$ cat config.mk
export PLATFORM = sky130hd
export DESIGN_NAME = coin_dispenser
export DESIGN_NICKNAME = d
export VERILOG_FILES = /design/src/rtl/coin_pkg.sv /design/src/rtl/coin_inventory.sv /design/src/rtl/coin_dispenser.sv
export SDC_FILE = /design/constraint.sdc
export NUM_CORES = 1
export LEC_CHECK = 0
export CORE_ASPECT_RATIO = 1.25
export CORE_MARGIN = 2
export CORE_UTILIZATION = 40
export CTS_BUF_LIST = sky130_fd_sc_hd__clkbuf_8
export CTS_CLUSTER_SIZE = 20
export DETAILED_ROUTE_END_ITERATION = 8
export PLACE_DENSITY = 0.68
export SYNTH_ARGS = -nofsm -noshare
export SYNTH_HDL_FRONTEND = slang
export SYNTH_SLANG_ARGS = --single-unit
export TNS_END_PERCENT = 30
$ cat constraint.sdc
create_clock -name clk -period 6.15 [get_ports clk]
set_input_delay 0.615 -clock clk [delete_from_list [all_inputs] [get_ports clk]]
set_output_delay 0.615 -clock clk [all_outputs]
set_load 0.05 [all_outputs]
$ cat src/rtl/coin_pkg.sv
// Shared types and constants for the coin payout path: FSM state encoding,
// coin face values and the unit-amount type (one unit = 5 rupees).
package coin_pkg;

  localparam int unsigned UNIT_W        = 6;
  localparam int unsigned COIN_FIVE_VAL = 5;
  localparam int unsigned COIN_TEN_VAL  = 10;

  typedef logic [UNIT_W-1:0] unit_amt_t;

  typedef enum logic [2:0] {
    StIdle,
    StCheck,
    StTen,
    StFive,
    StGap,
    StFin
  } coin_state_e;

endpackage

$ cat src/rtl/coin_inventory.sv
// Two saturating up/down coin counters: +1 on refill, -1 on a dispense strobe.
module coin_inventory #(
  parameter int unsigned CNT_W     = 6,
  parameter int unsigned INIT_FIVE = 8,
  parameter int unsigned INIT_TEN  = 8
) (
  input  logic             clk,
  input  logic             rst_n,
  input  logic             refill_five,
  input  logic             refill_ten,
  input  logic             dispense_five,
  input  logic             dispense_ten,
  output logic [CNT_W-1:0] five_count,
  output logic [CNT_W-1:0] ten_count
);

  localparam logic [CNT_W-1:0] CntMax = '1;

  logic [CNT_W-1:0] five_q, ten_q;

  // A refill and a dispense in the same cycle cancel; a refill at the ceiling is dropped.
  function automatic logic [CNT_W-1:0] next_cnt(logic [CNT_W-1:0] cnt, logic inc, logic dec);
    logic [CNT_W-1:0] res;
    res = cnt;
    case ({inc, dec})
      2'b10:   res = (cnt == CntMax) ? cnt : cnt + CNT_W'(1);
      2'b01:   res = cnt - CNT_W'(1);
      default: res = cnt;
    endcase
    return res;
  endfunction

  always_ff @(posedge clk or negedge rst_n) begin
    if (!rst_n) begin
      five_q <= CNT_W'(INIT_FIVE);
      ten_q  <= CNT_W'(INIT_TEN);
    end else begin
      five_q <= next_cnt(five_q, refill_five, dispense_five);
      ten_q  <= next_cnt(ten_q, refill_ten, dispense_ten);
    end
  end

  assign five_count = five_q;
  assign ten_count  = ten_q;

  a_no_five_underflow: assert property (@(posedge clk) disable iff (!rst_n)
    dispense_five |-> (five_q != '0));
  a_no_ten_underflow: assert property (@(posedge clk) disable iff (!rst_n)
    dispense_ten |-> (ten_q != '0));

endmodule

$ cat src/rtl/coin_dispenser.sv
// Coin payout FSM: checks a request against inventory, then pulses tens, then fives.
// Define COIN_DISP_TRACE_EN for a simulation-only trace of every coin pulse and done.
module coin_dispenser #(
  parameter int unsigned AMT_W     = 6,
  parameter int unsigned CNT_W     = 6,
  parameter int unsigned INIT_FIVE = 8,
  parameter int unsigned INIT_TEN  = 8,
  parameter int unsigned PULSE_GAP = 1
) (
  input  logic             clk,
  input  logic             rst_n,
  input  logic             req_valid,
  input  logic [AMT_W-1:0] req_amount,
  output logic             req_ready,
  input  logic             refill_five,
  input  logic             refill_ten,
  output logic             five_coin,
  output logic             ten_coin,
  output logic             busy,
  output logic             done,
  output logic             short,
  output logic [CNT_W-1:0] five_count,
  output logic [CNT_W-1:0] ten_count
);
  import coin_pkg::*;

  localparam int unsigned FW = AMT_W + 1;
  localparam int unsigned W  = (FW > CNT_W) ? FW : CNT_W;
  localparam logic [2:0] GapLast = 3'(PULSE_GAP - 1);

  coin_state_e      state_q, state_d;
  logic [AMT_W-1:0] amount_q, amount_d;
  logic [AMT_W-1:0] ten_rem_q, ten_rem_d;
  logic [FW-1:0]    five_rem_q, five_rem_d;
  logic [2:0]       gap_q, gap_d;
  logic             short_flag_q, short_flag_d;

  // Plan arithmetic at a common width so no comparison truncates.
  logic [W-1:0] half_w, ten_w, five_w, need_ten_w, need_five_w;
  assign half_w      = W'(amount_q >> 1);
  assign ten_w       = W'(ten_count);
  assign five_w      = W'(five_count);
  assign need_ten_w  = (half_w < ten_w) ? half_w : ten_w;
  assign need_five_w = W'(amount_q) - (need_ten_w << 1);

  function automatic coin_state_e next_coin(logic [AMT_W-1:0] tens, logic [FW-1:0] fives);
    if (tens != '0)  return StTen;
    if (fives != '0) return StFive;
    return StFin;
  endfunction

  always_comb begin
    state_d      = state_q;
    amount_d     = amount_q;
    ten_rem_d    = ten_rem_q;
    five_rem_d   = five_rem_q;
    gap_d        = gap_q;
    short_flag_d = short_flag_q;
    unique case (state_q)
      StIdle: begin
        if (req_valid) begin
          amount_d     = req_amount;
          short_flag_d = 1'b0;
          state_d      = StCheck;
        end
      end
      StCheck: begin
        if (need_five_w > five_w) begin
          short_flag_d = 1'b1;
          state_d      = StFin;
        end else if (amount_q == '0) begin
          state_d = StFin;
        end else begin
          ten_rem_d  = AMT_W'(need_ten_w);
          five_rem_d = FW'(need_five_w);
          state_d    = (need_ten_w != '0) ? StTen : StFive;
        end
      end
      StTen, StFive: begin
        if (state_q == StTen) ten_rem_d = ten_rem_q - AMT_W'(1);
        else                  five_rem_d = five_rem_q - FW'(1);
        if (PULSE_GAP != 0) begin
          gap_d   = GapLast;
          state_d = StGap;
        end else begin
          state_d = next_coin(ten_rem_d, five_rem_d);
        end
      end
      StGap: begin
        if (gap_q == '0) state_d = next_coin(ten_rem_q, five_rem_q);
        else             gap_d   = gap_q - 3'd1;
      end
      StFin:   state_d = StIdle;
      default: state_d = StIdle;
    endcase
  end

  // Outputs are decoded from the next state so each one comes straight off a flop.
  always_ff @(posedge clk or negedge rst_n) begin
    if (!rst_n) begin
      state_q      <= StIdle;
      amount_q     <= '0;
      ten_rem_q    <= '0;
      five_rem_q   <= '0;
      gap_q        <= '0;
      short_flag_q <= 1'b0;
      ten_coin     <= 1'b0;
      five_coin    <= 1'b0;
      done         <= 1'b0;
      short        <= 1'b0;
      busy         <= 1'b0;
      req_ready    <= 1'b1;
    end else begin
      state_q      <= state_d;
      amount_q     <= amount_d;
      ten_rem_q    <= ten_rem_d;
      five_rem_q   <= five_rem_d;
      gap_q        <= gap_d;
      short_flag_q <= short_flag_d;
      ten_coin     <= (state_d == StTen);
      five_coin    <= (state_d == StFive);
      done         <= (state_d == StFin);
      short        <= (state_d == StFin) && short_flag_d;
      busy         <= (state_d != StIdle);
      req_ready    <= (state_d == StIdle);
    end
  end

  coin_inventory #(
    .CNT_W    (CNT_W),
    .INIT_FIVE(INIT_FIVE),
    .INIT_TEN (INIT_TEN)
  ) u_inventory (
    .clk          (clk),
    .rst_n        (rst_n),
    .refill_five  (refill_five),
    .refill_ten   (refill_ten),
    .dispense_five(five_coin),
    .dispense_ten (ten_coin),
    .five_count   (five_count),
    .ten_count    (ten_count)
  );

`ifdef COIN_DISP_TRACE_EN
  always_ff @(posedge clk) begin
    if (ten_coin)
      $display("%0t coin %0d tens_left %0d short %0b", $time, COIN_TEN_VAL,
               ten_rem_q - AMT_W'(1), short);
    if (five_coin)
      $display("%0t coin %0d fives_left %0d short %0b", $time, COIN_FIVE_VAL,
               five_rem_q - FW'(1), short);
    if (done)
      $display("%0t done tens_left %0d fives_left %0d short %0b", $time, ten_rem_q,
               five_rem_q, short);
  end
`else
  // Trace disabled: nothing extra is compiled.
`endif

endmodule
Word level (Yosys, flattened, before mapping)
Cells that the tools add are included.
Widths: inputs -> output; s select.
- register bits after elaboration: 44
- bits of input ports: 11
- add/sub/neg operators: 8
- magnitude comparators: 2
- eq/ne operators: 20
- muxes and demuxes: 35
- reductions and logical operators: 20
- operators by type and width (operator ; number):
    $mux 6 ; 6
    $pmux 6 s2 ; 3
    $mux 3 ; 9
    $mux 7 ; 3
    $sub 6x1->6 const B ; 3
    $ne 2x2->1 const B ; 7
    $pmux 7 s2 ; 1
    $reduce_bool 7->1 ; 2
    $add 6x1->6 const B ; 2
    $eq 3x2->1 const B ; 4
    $eq 6x6->1 const B ; 2
    $pmux 3 s4 ; 1
    $mux 1 ; 10
    $logic_not 3->1 ; 3
    $reduce_and 2->1 ; 4
    $reduce_and 4->1 ; 2
    $reduce_bool 2->1 ; 4
    $gt 7x6->1 ; 1
    $sub 6x7->7 ; 1
    $sub 7x1->7 const B ; 1
    $eq 3x3->1 const B ; 2
    $logic_not 6->1 ; 1
    $lt 5x6->1 ; 1
    $pmux 3 s2 ; 1
    9 further kinds ; 11

Depth between registers and ports, before layout
Gate-level depths: netlist (run 1).
- depth after elaboration: 13
- mapped depth: 21

Hierarchy
From an unflattened synthesis (run 1), not the netlist that was laid out.
- cells, all modules: 361
- area total of the unflattened synthesis: 3190.6 µm²
- by module, submodules not included (module ; times used ; cells an instance ; area each (µm²) ; seq. area each (µm²)):
    coin_dispenser ; 1 ; 285 ; 2409.8 ; 802.0
    coin_inventory ; 1 ; 76 ; 780.7 ; 302.8

Worst setup path after synthesis (run 1)
No wires, ideal clock.
- path kind: register to register
- start point: register u_inventory.ten_q[3] (netlist: u_inventory.ten_count[3])
- end point: register five_rem_q[3]
- library setup time: 0.122 ns
- arrival time: 4.380 ns
- path slack: 1.648 ns
- cell stages (with the launch flop): 21
- buffers on the path: 1
- period minus slack after synthesis: 4.502 ns
- cell sequence: dfstp_2 > inv_1 > ha_1 > a21o_1 > a21oi_1 > o22a_1 > buf_2 > mux2i_1 > inv_1 > fa_1 > inv_1 > a21o_1 > a21oi_1 > xnor2_1 > ha_1 > and3_1 > a21boi_0 > o21a_1 > o31ai_4 > o311a_2 > o21ai_1
- longest elaborated chain between the ends: 6
- elaborated cells on any way between the ends: 9
- classes of those cells: add/sub: 1; order compare: 2; eq/ne: 1; mux: 4; reduce/logical: 1
- ends and longest elaborated chain (what ; line ; source):
    start, declared ; coin_inventory.sv:19 ; logic [CNT_W-1:0] five_q, ten_q;
    start signal, assigned ; coin_inventory.sv:36 ; ten_q <= CNT_W'(INIT_TEN);
    start signal, assigned ; coin_inventory.sv:39 ; ten_q <= next_cnt(ten_q, refill_ten, dispense_ten);
    $lt 5x6->1 ; coin_dispenser.sv:43 ; assign need_ten_w = (half_w < ten_w) ? half_w : ten_w;
    $mux 6 (*) ; coin_dispenser.sv:43 ;
    $sub 6x7->7 (*) ; coin_dispenser.sv:44 ; assign need_five_w = W'(amount_q) - (need_ten_w << 1);
    $gt 7x6->1 / $mux 7 (equally long branches) ; coin_dispenser.sv:68, coin_dispenser.sv:71 ;
    $ne 2x2->1 (no line) / $mux 7 (equally long branches) ; - ;
    $reduce_and 4->1 (no line) / $pmux 7 s2 (equally long branches) ; - ;
    end signal, assigned ; coin_dispenser.sv:117 ; five_rem_q <= five_rem_d;
    end, declared ; coin_dispenser.sv:34 ; logic [FW-1:0] five_rem_q, five_rem_d;
Every way passes the cells marked *; elsewhere a longest branch is shown, timed or not. The select of a mux whose other input is x is not followed.
A chain may end at the register's enable or synchronous reset.

Worst setup path after layout (run 1)
Ends and elaborated chain as after synthesis.

==> results of run 1 <==
-- through the flow --
stage | hold WS [ps] | setup slack, ps | cell area [µm²] | instances | util
floorplan | 319 | 1650 | 3080 | 335 | -
global placement | 472 | 1580 | 3430 | 447 | 0.460
detailed placement | 493 | 1390 | 3430 | 447 | 0.460
CTS | 517 | 1370 | 3540 | 455 | 0.475
global route | 556 | 1040 | 3540 | 455 | 0.475
finish | 478 | 1370 | 3540 | 455 | 0.475
-- worst max-delay path: stages (launching register included) --
cell and delay [ps]:
dfstp_2 590, inv_1 70, ha_1 310, a21o_1 180, a21oi_1 140, o22a_1 340, mux2i_1 330, inv_1 100
fa_1 440, inv_1 70, a21o_1 100, a21oi_1 80, xnor2_1 210, ha_1 280, and3_1 200, a21boi_0 140
o21a_1 270, o31ai_4 500, o311a_2 270, o21ai_1 60
-- flip-flops by register name (all words and copies together), names as in the netlist --
register                count
u_inventory.ten_count       6
u_inventory.five_count      6
ten_coin                    1
five_coin                   1
ten_rem_q                   6
busy                        1
amount_q                    6
short                       1
done                        1
req_ready                   1
five_rem_q                  7
gap_q                       3
short_flag_q                1
state_q                     3
-- worst max-delay path by stage --
stage,from,end,depth (start not counted)
6_report,u_inventory.ten_count[3],five_rem_q[3],19
5_1_grt,u_inventory.ten_count[3],ten_rem_q[3],19
3_5_place_dp,u_inventory.ten_count[3],five_rem_q[3],19
2_1_floorplan,u_inventory.ten_count[3],five_rem_q[3],20
4_1_cts,u_inventory.ten_count[3],ten_rem_q[3],19
3_3_place_gp,u_inventory.ten_count[3],five_rem_q[3],19
-- synthesized netlist by cell type, types with 5 or more instances --
library cell / instances / area share
inv_1: 33 / 0.040
nand2_1: 26 / 0.032
nand2b_1: 8 / 0.016
mux2i_1: 10 / 0.032
nor3_1: 9 / 0.015
a22o_1: 5 / 0.014
a21oi_1: 23 / 0.037
o21ai_1: 7 / 0.011
dfrtp_1: 41 / 0.33
nor2_1: 27 / 0.033
mux2_2: 5 / 0.018
xnor2_1: 12 / 0.034
a21o_1: 9 / 0.022
ha_1: 28 / 0.11
o21ai_0: 18 / 0.029
-- layout make-up --
cell class	instances	area, µm²
fill	731	3910
multi-input combinational	250	1810
sequential	44	1100
timing repair buffer	28	275
inverter	33	124
tap	92	115
clock buffer	5	68.8
clock inverter	3	42.5
-- layout by cell type, fill, tap and decap left out, types with 4 or more instances in the layout --
master and instances:
nand3_1 4, nand2b_1 8, a21o_1 9, dfrtp_1 41, nand3b_1 4, clkbuf_8 5, nor3_1 9, o21ai_1 7
nor2_1 27, a22o_1 5, mux2_2 5, ha_1 28, inv_1 33, nand2_1 26, nand4_1 4, clkdlybuf4s50_1 27
mux2i_1 10, xnor2_1 12, a211oi_1 4, o21ai_0 18, a21oi_1 23
-- routing by layer --
metal	vias up	track usage	wire [µm]	part of all wire
li1	1242	-	-	-
met3	7	0.0274	189	0.029
met1	1194	0.214	3000	0.46
met5	-	0	0	0
met4	0	0.0467	81	0.012
met2	47	0.305	3250	0.50
-- logic make-up (layout without fill, tap and decap cells) --
kind of cell	count (synthesis)	count (layout)
adder cells (fa/ha/maj)	31	31
flip-flops	44	44
AND/OR/NAND/NOR	101	101
buffers and inverters	41	69
AO/OA/AOI/OAI	89	89
XOR/XNOR	14	14
multiplexers	15	15
==> summary.txt, run 1 <==
Synthesis
  • Synth Area in XOR/XNOR: 0.0398
  • Sequential area share after synthesis: 0.358
  • Synth Area in Simple Gates: 0.165
  • Yosys Warn Count: 0
  • Syn avg cell area: between 9 and 10 µm²
  • Top FF cell, synth: dfrtp_1
  • Cells after synthesis: between 300 and 400
  • Mapped cell area: just over 0.003 mm²
  • FFs w/ async S/R, synth: 1.00
  • Combinational family with the most area after synthesis: compound AO/OA/AOI/OAI gates
  • Mux cell area share after synthesis: 0.0507
  • Number of flops mapped to enable cells by yosys: 0
  • Synthesized flop and latch total: 44
  • Post-Synth Adder-Cell Area: 0.133
  • Distinct cells, synth: 55
  • Complex-gate fraction of the synthesized area: 0.198
  • Syn_nets: approximately 380

Finish
  • Area grow syn2layout: 14.7%
  • Layout cells sized above 1: 0.0661
  • Nets@finish: approximately 400
  • ANT cells: 0

Worst setup path
  • Worst EP arrival: between 4000 and 5000 ps
  • Reg-to-reg critical path endpoint: five_rem_q[3]
  • Required @ worst endpoint: ~6300 ps
  • Worst-path fanout max: 10
  • Startpoint types: register
  • Crit Path Category: reg -> reg
  • Worst R2R Path Depth: 19
  • CP endpoint kind: register
  • Worst R2R Start: u_inventory.ten_count[3]
  • R2R Setup Slk: 1370 ps

Floorplanning
  • Core ar.: between 0.007 and 0.008 mm²
  • Die area: ~0.0084 mm²
  • Starting Density: 0.414
  • Die H: approximately 100 µm
  • Rows: 35
  • Ports: 29
  • Width of the die: approximately 83 µm

Worst hold path
  • Hold Path Class: in -> async

CTS
  • Clock root buffer master: clkbuf_8
  • H-tree depth: 2
  • Reg clk slew, reported paths: approximately 90 ps
  • Num Clock Sinks: 44
  • Post-CTS Setup Bufs: 0
  • Cts bufs inserted: 5
  • Hold-fix buffers at CTS: 0
  • CTS tree: yes
  • Worst-Skew Late Latency: 300 ps
  • Clk buf depth: 2
  • Post-cts gate resize count: 0

Placed design
  • DPL Wire Length: about 5000 µm
  • I/O Buffers: 28
  • Placer Congestion: around 0.94

Route
  • DR iter-0 viols: ~180
  • # DRC: 0
  • Routed len/inst: 14.3 µm
  • Post-Route WL: approximately 6500 µm
  • DRT Pass-1 Iters: 4
  • Antenna viol nets, final: 0
  • Detailed-route via count: about 2.5k
  • Drt via density: ~5.5

STA
  • Slew headroom: 0.335
  • Setup TNS: 0 ps
  • Final period util: 0.777
  • Fmax: roughly 210 MHz
  • Final Max Slew Viols: 0
  • Final Critical Period: roughly 4800 ps
  • Hold Vio Cnt, Final: 0
  • Worst-margin pin slew: ~1000 ps
  • Worst Skew: roughly 4.6 ps
  • RSZ-0062 raised after global routing: false
  • Endpoints failing setup: 0

GRT
  • Largest net degree at the start of global routing: 45
  • GRT Resource Usage Total: 0.172
  • First-pass GRT wire length: about 11,000 µm
  • Initial antenna violation count: 0
  • Vias in the first global route: about 2.5k
  • GR Overflow Total: 0

Outcome
  • Status: complete, no violations

Job
  • Max cap viols: 0
Power of run 1 is left out: the tool's default activity adds up to more than one toggle a clock period on the data nets, which glitch-free logic cannot reach.
==> run 2: changes to the inputs <==
Clock period 6.15 ns to 4.7 ns, I/O delays scaled along.
==> summary.txt, run 2 (synthesis gave the netlist of run 1 again) <==
Route
  • Antenna viol nets, final: 0 (unchanged)
  • DRT Pass-1 Iters: 5 (was 4)
  • # DRC: 0 (unchanged)
  • Drt via density: 5.42 (was 5.47)
  • Post-Route WL: 6550 µm (was 6520 µm)
  • Detailed-route via count: 2,478 (was 2,490)
  • DR iter-0 viols: 151 (was 176)
  • Routed len/inst: 14.3 µm (about the same)

STA
  • Fmax: 226 MHz (was 209 MHz)
  • Final period util: 0.943 (was 0.777)
  • Endpoints failing setup: 0 (unchanged)
  • Final Critical Period: 4430 ps (was 4780 ps)
  • Worst-margin pin slew: 993 ps (was 998 ps)
  • Hold Vio Cnt, Final: 0 (unchanged)
  • Worst Skew: 5.81 ps (was 4.56 ps)
  • Hold slack: 335 ps (was 478 ps)
  • Final Max Slew Viols: 0 (unchanged)
  • Slew headroom: 0.338 (was 0.335)
  • RSZ-0062 raised after global routing: false (unchanged)
  • Setup TNS: 0 ps (unchanged)

Finish
  • Layout cells sized above 1: 0.0740 (was 0.0661)
  • Top reg by flops: five_rem_q (unchanged)
  • Fillers: 703 (was 731)
  • Final Util: 0.482 (was 0.475)
  • Most frequent cells in the layout: dfrtp_1 (41), inv_1 (33), ha_1 (28) (unchanged)
  • Most common cell after layout, fill and taps aside: dfrtp_1 (unchanged)
  • Nets@finish: 406 (was 404)
  • Register area: 0.00110 mm² (unchanged)
  • Area grow syn2layout: 16.2% (was 14.7%)
  • Footprint of the multi-input gates: 0.00182 mm² (was 0.00181 mm²)
  • Largest register FFs: 7 (unchanged)
  • ANT cells: 0 (unchanged)
  • Layout Cell Area excl Fill: 0.00358 mm² (was 0.00354 mm²)

Placed design
  • Placed Area: 0.00343 mm² (about the same)
  • I/O Buffers: 28 (unchanged)
  • DPL Wire Length: 4980 µm (was 5000 µm)
  • Placer Congestion: 0.940 (was 0.942)

Worst setup path
  • Startpoint types: register (unchanged)
  • Crit Path Category: reg -> reg (unchanged)
  • Worst R2R Path Depth: 20 (was 19)
  • Worst-path fanout max: 10 (unchanged)
  • CP endpoint kind: register (unchanged)
  • R2R Setup Slk: 270 ps (was 1370 ps)
  • Worst EP arrival: 4620 ps (was 4960 ps)
  • Worst R2R Start: u_inventory.ten_count[3] (unchanged)
  • Required @ worst endpoint: 4890 ps (was 6330 ps)
  • Reg-to-reg critical path endpoint: five_rem_q[6] (was five_rem_q[3])

CTS
  • Reg clk slew, reported paths: 90 ps (about the same)
  • CTS tree: yes (unchanged)
  • Clk buf depth: 2 (unchanged)
  • Worst-Skew Late Latency: 300 ps (about the same)
  • H-tree depth: 2 (unchanged)
  • Num Clock Sinks: 44 (unchanged)
  • Cts bufs inserted: 5 (unchanged)
  • Clock root buffer master: clkbuf_8 (unchanged)
  • Hold-fix buffers at CTS: 0 (unchanged)

Worst hold path
  • Hold Path Class: in -> async (unchanged)

Floorplanning
  • Starting Density: 0.414 (unchanged)
  • Die H: 102 µm (unchanged)
  • Ports: 29 (unchanged)
  • Core ar.: 0.00744 mm² (unchanged)
  • Width of the die: 82.5 µm (unchanged)
  • Die area: 0.00843 mm² (unchanged)
  • Rows: 35 (unchanged)

GRT
  • Largest net degree at the start of global routing: 45 (unchanged)
  • GR Overflow Total: 0 (unchanged)
  • GRT Resource Usage Total: 0.169 (was 0.172)
  • First-pass GRT wire length: 11,000 µm (was 11,200 µm)
  • Vias in the first global route: 2,383 (was 2,462)
  • Initial antenna violation count: 0 (unchanged)

Job
  • Max cap viols: 0 (unchanged)

Outcome
  • Status: complete, no violations (unchanged)
run 2: final cells by class:
cell class,instances,area share
multi-input cells,250,0.509
well taps,92,0.0321
flip-flops and latches,44,0.308
repair buffers,30,0.0845
inverters,33,0.0346
clock buffers,5,0.0192
clock inverters,3,0.0129
run 2: per-stage QoR:
step	cells	setup WS [ps]
after floorplan	335	198
after global placement	448	230
after detailed placement	448	63.9
after CTS	456	60.0
after global routing	457	29.3
final	457	270
run 2: timing repair:
item / CTS / global route
setup buffers: 0 / 1
resized for setup: 0 / 3
setup endpoints to repair: 0 / 13
run 2: worst max-delay path by stage:
stage | to | startpoint | cells past startpoint
floorplan | five_rem_q[3] | u_inventory.ten_count[3] | 20
CTS | five_rem_q[3] | u_inventory.ten_count[3] | 19
global placement | five_rem_q[3] | u_inventory.ten_count[3] | 17
detailed placement | five_rem_q[3] | u_inventory.ten_count[3] | 19
global route | state_q[2] | u_inventory.ten_count[3] | 18
finish | five_rem_q[6] | u_inventory.ten_count[3] | 20
run 2: routing by layer:
metal	wire length (µm)	part of all wire	vias to the layer above	track usage
met5	0	0	-	0
met1	3050	0.47	1172	0.220
li1	-	-	1245	-
met3	211	0.032	8	0.0265
met2	3190	0.49	53	0.284
met4	92	0.014	0	0.0567
run 2: critical path: stages (launching register included):
cell	delay (ps)
dfstp_2	590
inv_1	70
ha_1	310
a21o_1	180
a21oi_1	130
o22a_1	270
mux2i_2	290
inv_1	90
fa_1	430
inv_1	70
a21o_1	100
a21oi_1	70
xnor2_1	210
ha_1	280
and3_1	210
a21boi_0	140
o21a_1	270
o31ai_4	230
buf_12	160
mux2i_1	180
nor2_1	50
Power of run 2 is left out for the same reason.
